$ cat src/rtl/poly_pkg.sv
`default_nettype none
// ============================================================================
// Module      : poly_pkg (package)
// Description : Types and constants shared by the polynomial datapath blocks.
//               Provides the sparse sequencer state encoding, the default
//               word width and slot count, and the slot-address helper.
// Revision    : 1.0 - initial release
// ============================================================================
package poly_pkg;

    // Default width of a sparse word and of the controller data word.
    localparam int C_WORD_WIDTH      = 32;
    // Default number of operation slots issued per multiplication.
    localparam int C_MEM_SPARSE_SIZE = 50;
    // Width of the per-operation timeout counter.
    localparam int C_TIMER_W         = 16;
    // Width of the sparse memory address bus.
    localparam int C_ADDR_W          = 10;
    // Width of the weight / slot index fields.
    localparam int C_SLOT_W          = 6;

    // Sparse sequencer FSM states.
    typedef enum logic [3:0] {
        S_IDLE      = 4'd0,
        S_FETCH     = 4'd1,
        S_LATCH     = 4'd2,
        S_LAUNCH    = 4'd3,
        S_WAIT_BUSY = 4'd4,
        S_WAIT_DONE = 4'd5,
        S_NEXT      = 4'd6,
        S_FINISH    = 4'd7,
        S_ERROR     = 4'd8
    } seq_state_t;

    // Address fetched for a slot. Real slots read their own position; dummy
    // slots re-read the last real position (or position 0 when there are no
    // real words) so that a dummy slot is indistinguishable in timing.
    function automatic logic [C_ADDR_W-1:0] slot_addr(
        input logic [C_SLOT_W-1:0] slot,
        input logic [C_SLOT_W-1:0] wt
    );
        logic [C_ADDR_W-1:0] addr;
        if (slot < wt) begin
            addr = {{(C_ADDR_W-C_SLOT_W){1'b0}}, slot};
        end else if (wt == '0) begin
            addr = '0;
        end else begin
            addr = {{(C_ADDR_W-C_SLOT_W){1'b0}}, wt - 6'd1};
        end
        return addr;
    endfunction

endpackage
`default_nettype wire

$ cat src/rtl/op_watchdog.sv
`default_nettype none
// ============================================================================
// Module      : op_watchdog
// Description : Per-operation timeout counter for the sparse sequencer.
//               The count is cleared when an operation is launched and
//               advances on every cycle spent waiting for the controller.
//               'expired' is raised in the waiting cycle whose increment
//               brings the count to TIMEOUT_CYCLES.
// Ports       : clk     - rising-edge clock
//               rst     - asynchronous active-high reset
//               clear   - zero the count (operation launch)
//               enable  - count this cycle (waiting on the controller)
//               expired - timeout reached this cycle
// Revision    : 1.0 - initial release
// ============================================================================
module op_watchdog
    import poly_pkg::*;
#(
    parameter int TIMEOUT_CYCLES = 65535
) (
    input  logic clk,
    input  logic rst,
    input  logic clear,
    input  logic enable,
    output logic expired
);

    // Count value at the start of the cycle whose increment reaches the limit.
    localparam logic [C_TIMER_W-1:0] C_LAST = C_TIMER_W'(TIMEOUT_CYCLES - 1);

    logic [C_TIMER_W-1:0] r_count;

    assign expired = enable && (r_count == C_LAST);

    always_ff @(posedge clk or posedge rst) begin
        if (rst) begin
            r_count <= '0;
        end else if (clear) begin
            r_count <= '0;
        end else if (enable && (r_count != {C_TIMER_W{1'b1}})) begin
            // Saturate rather than wrap so a stalled wait can never alias
            // back below the limit.
            r_count <= r_count + 1'b1;
        end
    end

endmodule
`default_nettype wire

$ cat src/rtl/sparse_sequencer.sv
`default_nettype none
// ============================================================================
// Module      : sparse_sequencer
// Description : Constant-time sequencer for sparse polynomial multiplication.
//               Every multiplication issues exactly MEM_SPARSE_SIZE controller
//               operations. Slots beyond the real weight are dummies: they
//               fetch a real position and launch the controller exactly like
//               a real slot, but flag dummy_o so downstream logic redirects
//               the accumulator write to scratch.
// Ports       : clk, rst             - clock, asynchronous active-high reset
//               start, weight        - begin a run with 'weight' real words
//               sparse_mem_addr_o/   - sparse memory read port (data valid
//               sparse_mem_data_i      one cycle after the address)
//               ctrl_sparse_data_o,  - word, launch pulse and busy handshake
//               ctrl_start_o,          with the multiply controller
//               ctrl_busy_i
//               dummy_o, op_count_o  - current slot kind and index
//               busy, done, error    - run status (error is sticky)
// Revision    : 1.0 - initial release
// ============================================================================
module sparse_sequencer
    import poly_pkg::*;
#(
    parameter int WORD_WIDTH      = C_WORD_WIDTH,
    parameter int MEM_SPARSE_SIZE = C_MEM_SPARSE_SIZE,
    parameter int TIMEOUT_CYCLES  = 65535
) (
    input  logic                  clk,
    input  logic                  rst,
    input  logic                  start,
    input  logic [C_SLOT_W-1:0]   weight,
    output logic [C_ADDR_W-1:0]   sparse_mem_addr_o,
    input  logic [WORD_WIDTH-1:0] sparse_mem_data_i,
    output logic [WORD_WIDTH-1:0] ctrl_sparse_data_o,
    output logic                  ctrl_start_o,
    input  logic                  ctrl_busy_i,
    output logic                  dummy_o,
    output logic [C_SLOT_W-1:0]   op_count_o,
    output logic                  busy,
    output logic                  done,
    output logic                  error
);

    localparam logic [C_SLOT_W-1:0] C_SLOTS = C_SLOT_W'(MEM_SPARSE_SIZE);

    seq_state_t          r_state;
    logic [C_SLOT_W-1:0] r_weight;

    logic [C_SLOT_W-1:0] w_sat_weight;
    logic [C_SLOT_W-1:0] w_next_count;
    logic                w_wd_clear;
    logic                w_wd_enable;
    logic                w_timeout;

    // Weights above the slot count cannot be honoured; clamp at capture.
    assign w_sat_weight = (weight > C_SLOTS) ? C_SLOTS : weight;
    assign w_next_count = op_count_o + 6'd1;

    assign w_wd_clear   = (r_state == S_LAUNCH);
    assign w_wd_enable  = (r_state == S_WAIT_BUSY) || (r_state == S_WAIT_DONE);

    op_watchdog #(
        .TIMEOUT_CYCLES (TIMEOUT_CYCLES)
    ) u_watchdog (
        .clk     (clk),
        .rst     (rst),
        .clear   (w_wd_clear),
        .enable  (w_wd_enable),
        .expired (w_timeout)
    );

    // The memory address is loaded on the transition into FETCH, so it is
    // already on the bus during FETCH and the read data is valid in LATCH.
    always_ff @(posedge clk or posedge rst) begin
        if (rst) begin
            r_state            <= S_IDLE;
            r_weight           <= '0;
            sparse_mem_addr_o  <= '0;
            ctrl_sparse_data_o <= '0;
            ctrl_start_o       <= 1'b0;
            dummy_o            <= 1'b0;
            op_count_o         <= '0;
            busy               <= 1'b0;
            done               <= 1'b0;
            error              <= 1'b0;
        end else begin
            // Single-cycle pulses fall back low unless re-armed below.
            ctrl_start_o <= 1'b0;
            done         <= 1'b0;

            case (r_state)
                S_IDLE: begin
                    if (start) begin
                        r_weight          <= w_sat_weight;
                        op_count_o        <= '0;
                        error             <= 1'b0;
                        busy              <= 1'b1;
                        dummy_o           <= 1'b0;
                        sparse_mem_addr_o <= slot_addr('0, w_sat_weight);
                        r_state           <= S_FETCH;
                    end
                end

                S_FETCH: begin
                    r_state <= S_LATCH;
                end

                S_LATCH: begin
                    ctrl_sparse_data_o <= sparse_mem_data_i;
                    dummy_o            <= (op_count_o >= r_weight);
                    // Armed here so the pulse is high for the LAUNCH cycle.
                    ctrl_start_o       <= 1'b1;
                    r_state            <= S_LAUNCH;
                end

                S_LAUNCH: begin
                    r_state <= S_WAIT_BUSY;
                end

                S_WAIT_BUSY: begin
                    if (w_timeout) begin
                        error   <= 1'b1;
                        busy    <= 1'b0;
                        r_state <= S_ERROR;
                    end else if (ctrl_busy_i) begin
                        r_state <= S_WAIT_DONE;
                    end
                end

                S_WAIT_DONE: begin
                    // Entered only after busy was seen high, so the first low
                    // sample here is the falling edge. The controller's own
                    // done flag is sticky and is deliberately not used.
                    if (w_timeout) begin
                        error   <= 1'b1;
                        busy    <= 1'b0;
                        r_state <= S_ERROR;
                    end else if (!ctrl_busy_i) begin
                        r_state <= S_NEXT;
                    end
                end

                S_NEXT: begin
                    op_count_o <= w_next_count;
                    if (w_next_count == C_SLOTS) begin
                        done    <= 1'b1;
                        busy    <= 1'b0;
                        dummy_o <= 1'b0;
                        r_state <= S_FINISH;
                    end else begin
                        sparse_mem_addr_o <= slot_addr(w_next_count, r_weight);
                        r_state           <= S_FETCH;
                    end
                end

                // done is high during this cycle; start is not looked at.
                S_FINISH: begin
                    r_state <= S_IDLE;
                end

                S_ERROR: begin
                    r_state <= S_IDLE;
                end

                default: begin
                    r_state <= S_IDLE;
                end
            endcase
        end
    end

endmodule
`default_nettype wire

$ cat config.mk
export PLATFORM = sky130hd
export DESIGN_NAME = sparse_sequencer
export DESIGN_NICKNAME = d
export VERILOG_FILES = /design/src/rtl/poly_pkg.sv /design/src/rtl/op_watchdog.sv /design/src/rtl/sparse_sequencer.sv
export SDC_FILE = /design/constraint.sdc
export NUM_CORES = 1
export LEC_CHECK = 0
export BUFFER_PORTS_ARGS = -buffer_cell sky130_fd_sc_hd__buf_2
export CAP_MARGIN = 0
export CORE_ASPECT_RATIO = 1.1
export CORE_MARGIN = 3
export CORE_UTILIZATION = 40
export DETAILED_ROUTE_END_ITERATION = 10
export PLACE_DENSITY = 0.65
export SETUP_SLACK_MARGIN = 0.05
export SLEW_MARGIN = 5
export SYNTH_ARGS = -nofsm -noshare
export SYNTH_HDL_FRONTEND = slang
export SYNTH_SLANG_ARGS = --single-unit
$ cat constraint.sdc
create_clock -name clk -period 2.6 [get_ports clk]
set_input_delay 0.26 -clock clk [delete_from_list [all_inputs] [get_ports clk]]
set_output_delay 0.26 -clock clk [all_outputs]
set_load 0.03 [all_outputs]
==> results.md <==
- Clock root cell: clkbuf_8
- Netlist cell types: 53
- Fin worst setup slack: roughly 0.15 ns
- Vias in the first global route: 2900
- CP max-delay cell: dfrtp_2
- Total GRT Usage: 0.160
- Status: finished clean
- Global route total overflow: 0
- Data arrival, critical path: 2.67 ns
- R2r startpoint: op_count_o[1]
- Fill cells: roughly 880
- Setup crit start: op_count_o[1]
- Critical path startpoint category: register
- Footprint of the multi-input gates: between 1500 and 2000 um^2
- Detailed Place HPWL: roughly 6300 um
- Drt wl/cell: roughly 15 um
- Lkg Pwr: between 2 and 2.5 nW
- Worst Hold Launch: sparse_mem_data_i[10]
- Initial drt markers: between 150 and 200
- Max Freq: slightly above 400 MHz
- Min-delay worst type: in2reg
- Die area: between 10000 and 15000 um^2
- Worst-Skew Late Latency: about 0.35 ns
- Final-stage net count: ~520
- Min cycle time layout: between 2 and 2.5 ns
- Initial antenna violation count: 0
- Port bufs: 90
- Max clock buf depth: 2
- Number of max-cap violations: 0
- Syn Inst Count: between 300 and 400
- Crit path required time: about 2.8 ns
- Nature of the critical path endpoint: register
- CP cell instances: ha_4 > nand3_1 > xor2_2 > inv_1 > ha_4 > a21oi_1 > nand2_1 > a211oi_4 > buf_4 > mux2i_1 > mux2i_1
- Final slew viol count: 0
- Pin count of the biggest net entering global routing: 46
- Asr flop ratio synth: 1.00
- Worst-margin pin slew: 0.598 ns
- Synth area leaders: dfrtp_1 (48%), mux2_2 (10%), ha_1 (5.8%)
- Die Y: around 110 um
- Core ar.: between 9000 and 10000 um^2
- Slew HR: 0.601
- Layout area overhead: 22.3%
- Post-route ant nets: 0
- Chip width: 99.8 um
- Average size of a mapped cell: between 10 and 15 um^2
- H-tree lvl count: 3
- Clk_skew: roughly 0.009 ns
- Final setup violation count: 0
- Yosys top cell area share: 0.485
- Top delay family on crit path: flip-flops
- Largest stage delay on the critical path: between 0.4 and 0.5 ns
- Pre-CTS setup slack: ~0.14 ns
- Fraction of layout cells with a size suffix above 1: 0.370
- # diodes: 0
- Worst-path clk slew: roughly 0.09 ns
- Final hold viol count: 0
- Layout Utilization: 0.504
- Sequential fraction of the synthesis area: 0.485
- Router iterations before antenna repair: 5
- RSZ-0062 raised after global routing: no
- Maximum resistive drop on vdd: approximately 0.61 mV
- Total area of sequential cells: approximately 1900 um^2
- Routed wire length: a little under 9000 um
- Worst path bufs/invs: 2
- Vias: around 3000
- First-pass GRT wire length: around 14000 um
- Post-synth EDFFs: 0
- Hold_ws: 0.133 ns
- Synth Flop Type: dfrtp_1
- RePlAce Congestion: 0.829
- Crit-path max FO: 7
- Inst Count DP: between 500 and 600
- TritonCTS buffer count: 9
- Starting Density: 0.412
- DRC: 0
- CTS sink cnt: 75
- Critical path class: reg2reg
- Row count: 37
- Post-synthesis register bit count: 75
- Final worst-path cycle share: 0.941
- Finished Layout Cells: 579
- CTS tree: built
- Post-Syn Area: approximately 3900 um^2
- Power density over cell area: approximately 1100 nW/um^2
- Via/cell ratio: between 5 and 6
- Warnings, synthesis: 0
- I/O Pins: between 90 and 100
- Synth area leader: dfrtp_1
- Total negative setup slack: 0 ns
## stage by stage
stage	total power, mW	area (um^2)
after CTS	5.29	4670
after floorplan	3.69	3900
after global placement	4.34	4480
after detailed placement	4.41	4480
after global routing	5.65	4740
final	5.30	4740
## cells in the mapped netlist, types with 3 or more instances
cell type	count
buf_2	3
and2_1	3
nor3_1	3
nand2b_1	6
o31ai_1	5
or4_1	3
mux2_2	35
nand4_1	5
nor2_1	21
nand3_1	16
a21oi_1	13
nand2_1	26
nor3b_1	3
inv_1	19
xnor2_1	7
and3_1	7
xor2_1	6
o21ai_0	18
clkbuf_1	8
buf_4	4
a211oi_1	3
or3_1	3
mux2i_1	14
dfrtp_1	75
ha_1	18
## report_power, final
group	total, mW	switching [mW]	internal [mW]
combinational	2.54	1.52	1.02
clock	0.863	0.500	0.364
sequential	1.90	0.320	1.58
total	5.30	2.34	2.96
## flip-flops by register name, indices dropped and copies added (netlist names)
signal              cells
ctrl_sparse_data_o     32
u_watchdog.r_count     16
op_count_o              6
r_weight                6
sparse_mem_addr_o       6
r_state                 4
busy                    1
ctrl_start_o            1
done                    1
dummy_o                 1
error                   1
## cells by family after synthesis
family | share of synthesized area
other cells | 0.000968
compound gates | 0.0963
mux | 0.138
fa+ha+maj | 0.0582
flops | 0.485
simple gates | 0.148
buf+inv | 0.0446
xor+xnor | 0.0294
## per-layer routing
metal | vias to the layer above | track usage | share of wire
met5 | - | 0 | 0
li1 | 1451 | - | -
met2 | 75 | 0.273 | 0.52
met4 | 0 | 0.0615 | 0.015
met3 | 12 | 0.0313 | 0.046
met1 | 1454 | 0.199 | 0.42
## layout by cell type (no fill, tap or decap), types with 3 or more instances in the layout
cell and count:
xnor2_1 7, buf_2 90, a21oi_1 13, a211oi_1 3, nor2_1 21, xor2_1 4, nor3_1 3, clkbuf_8 9
nand2_1 26, and3_1 7, mux2_2 35, conb_1 4, nor3b_1 3, nand2b_1 6, nand4_1 5, dfrtp_2 3
o21ai_0 18, ha_1 16, inv_6 3, nand3_1 16, buf_4 10, or3_1 3, o31ai_1 5, or4_1 3
dfrtp_1 72, and2_1 3, inv_1 18, mux2i_1 13
## final timing paths
kind | endpoint | cells after the start | slack, ns
setup / recovery | sparse_mem_addr_o[3] | 11 | 0.15
hold / removal | ctrl_sparse_data_o[10] | 2 | 0.13
max in group asynchronous | op_count_o[1] | 4 | 1.53
setup reg to reg | sparse_mem_addr_o[3] | 11 | 0.15
hold reg to reg | ctrl_sparse_data_o[30] | 1 | 0.51
min in group asynchronous | ctrl_sparse_data_o[4] | 4 | 0.54
## timing repair
item | in CTS | in global routing
buffers inserted | 0 | 3
hold endpoints to repair | 30 | 0
resized for setup | 0 | 6
hold buffers | 1 | 0
setup endpoints to repair | 0 | 6
## final cells by class
cell class | instances | area share
flip-flops and latches | 75 | 0.397
clock buffers | 9 | 0.0261
well taps | 117 | 0.0309
repair buffers | 103 | 0.120
multi-input cells | 248 | 0.398
clock inverters | 7 | 0.0124
inverters | 20 | 0.0158
(Power assumes the default switching activity.)
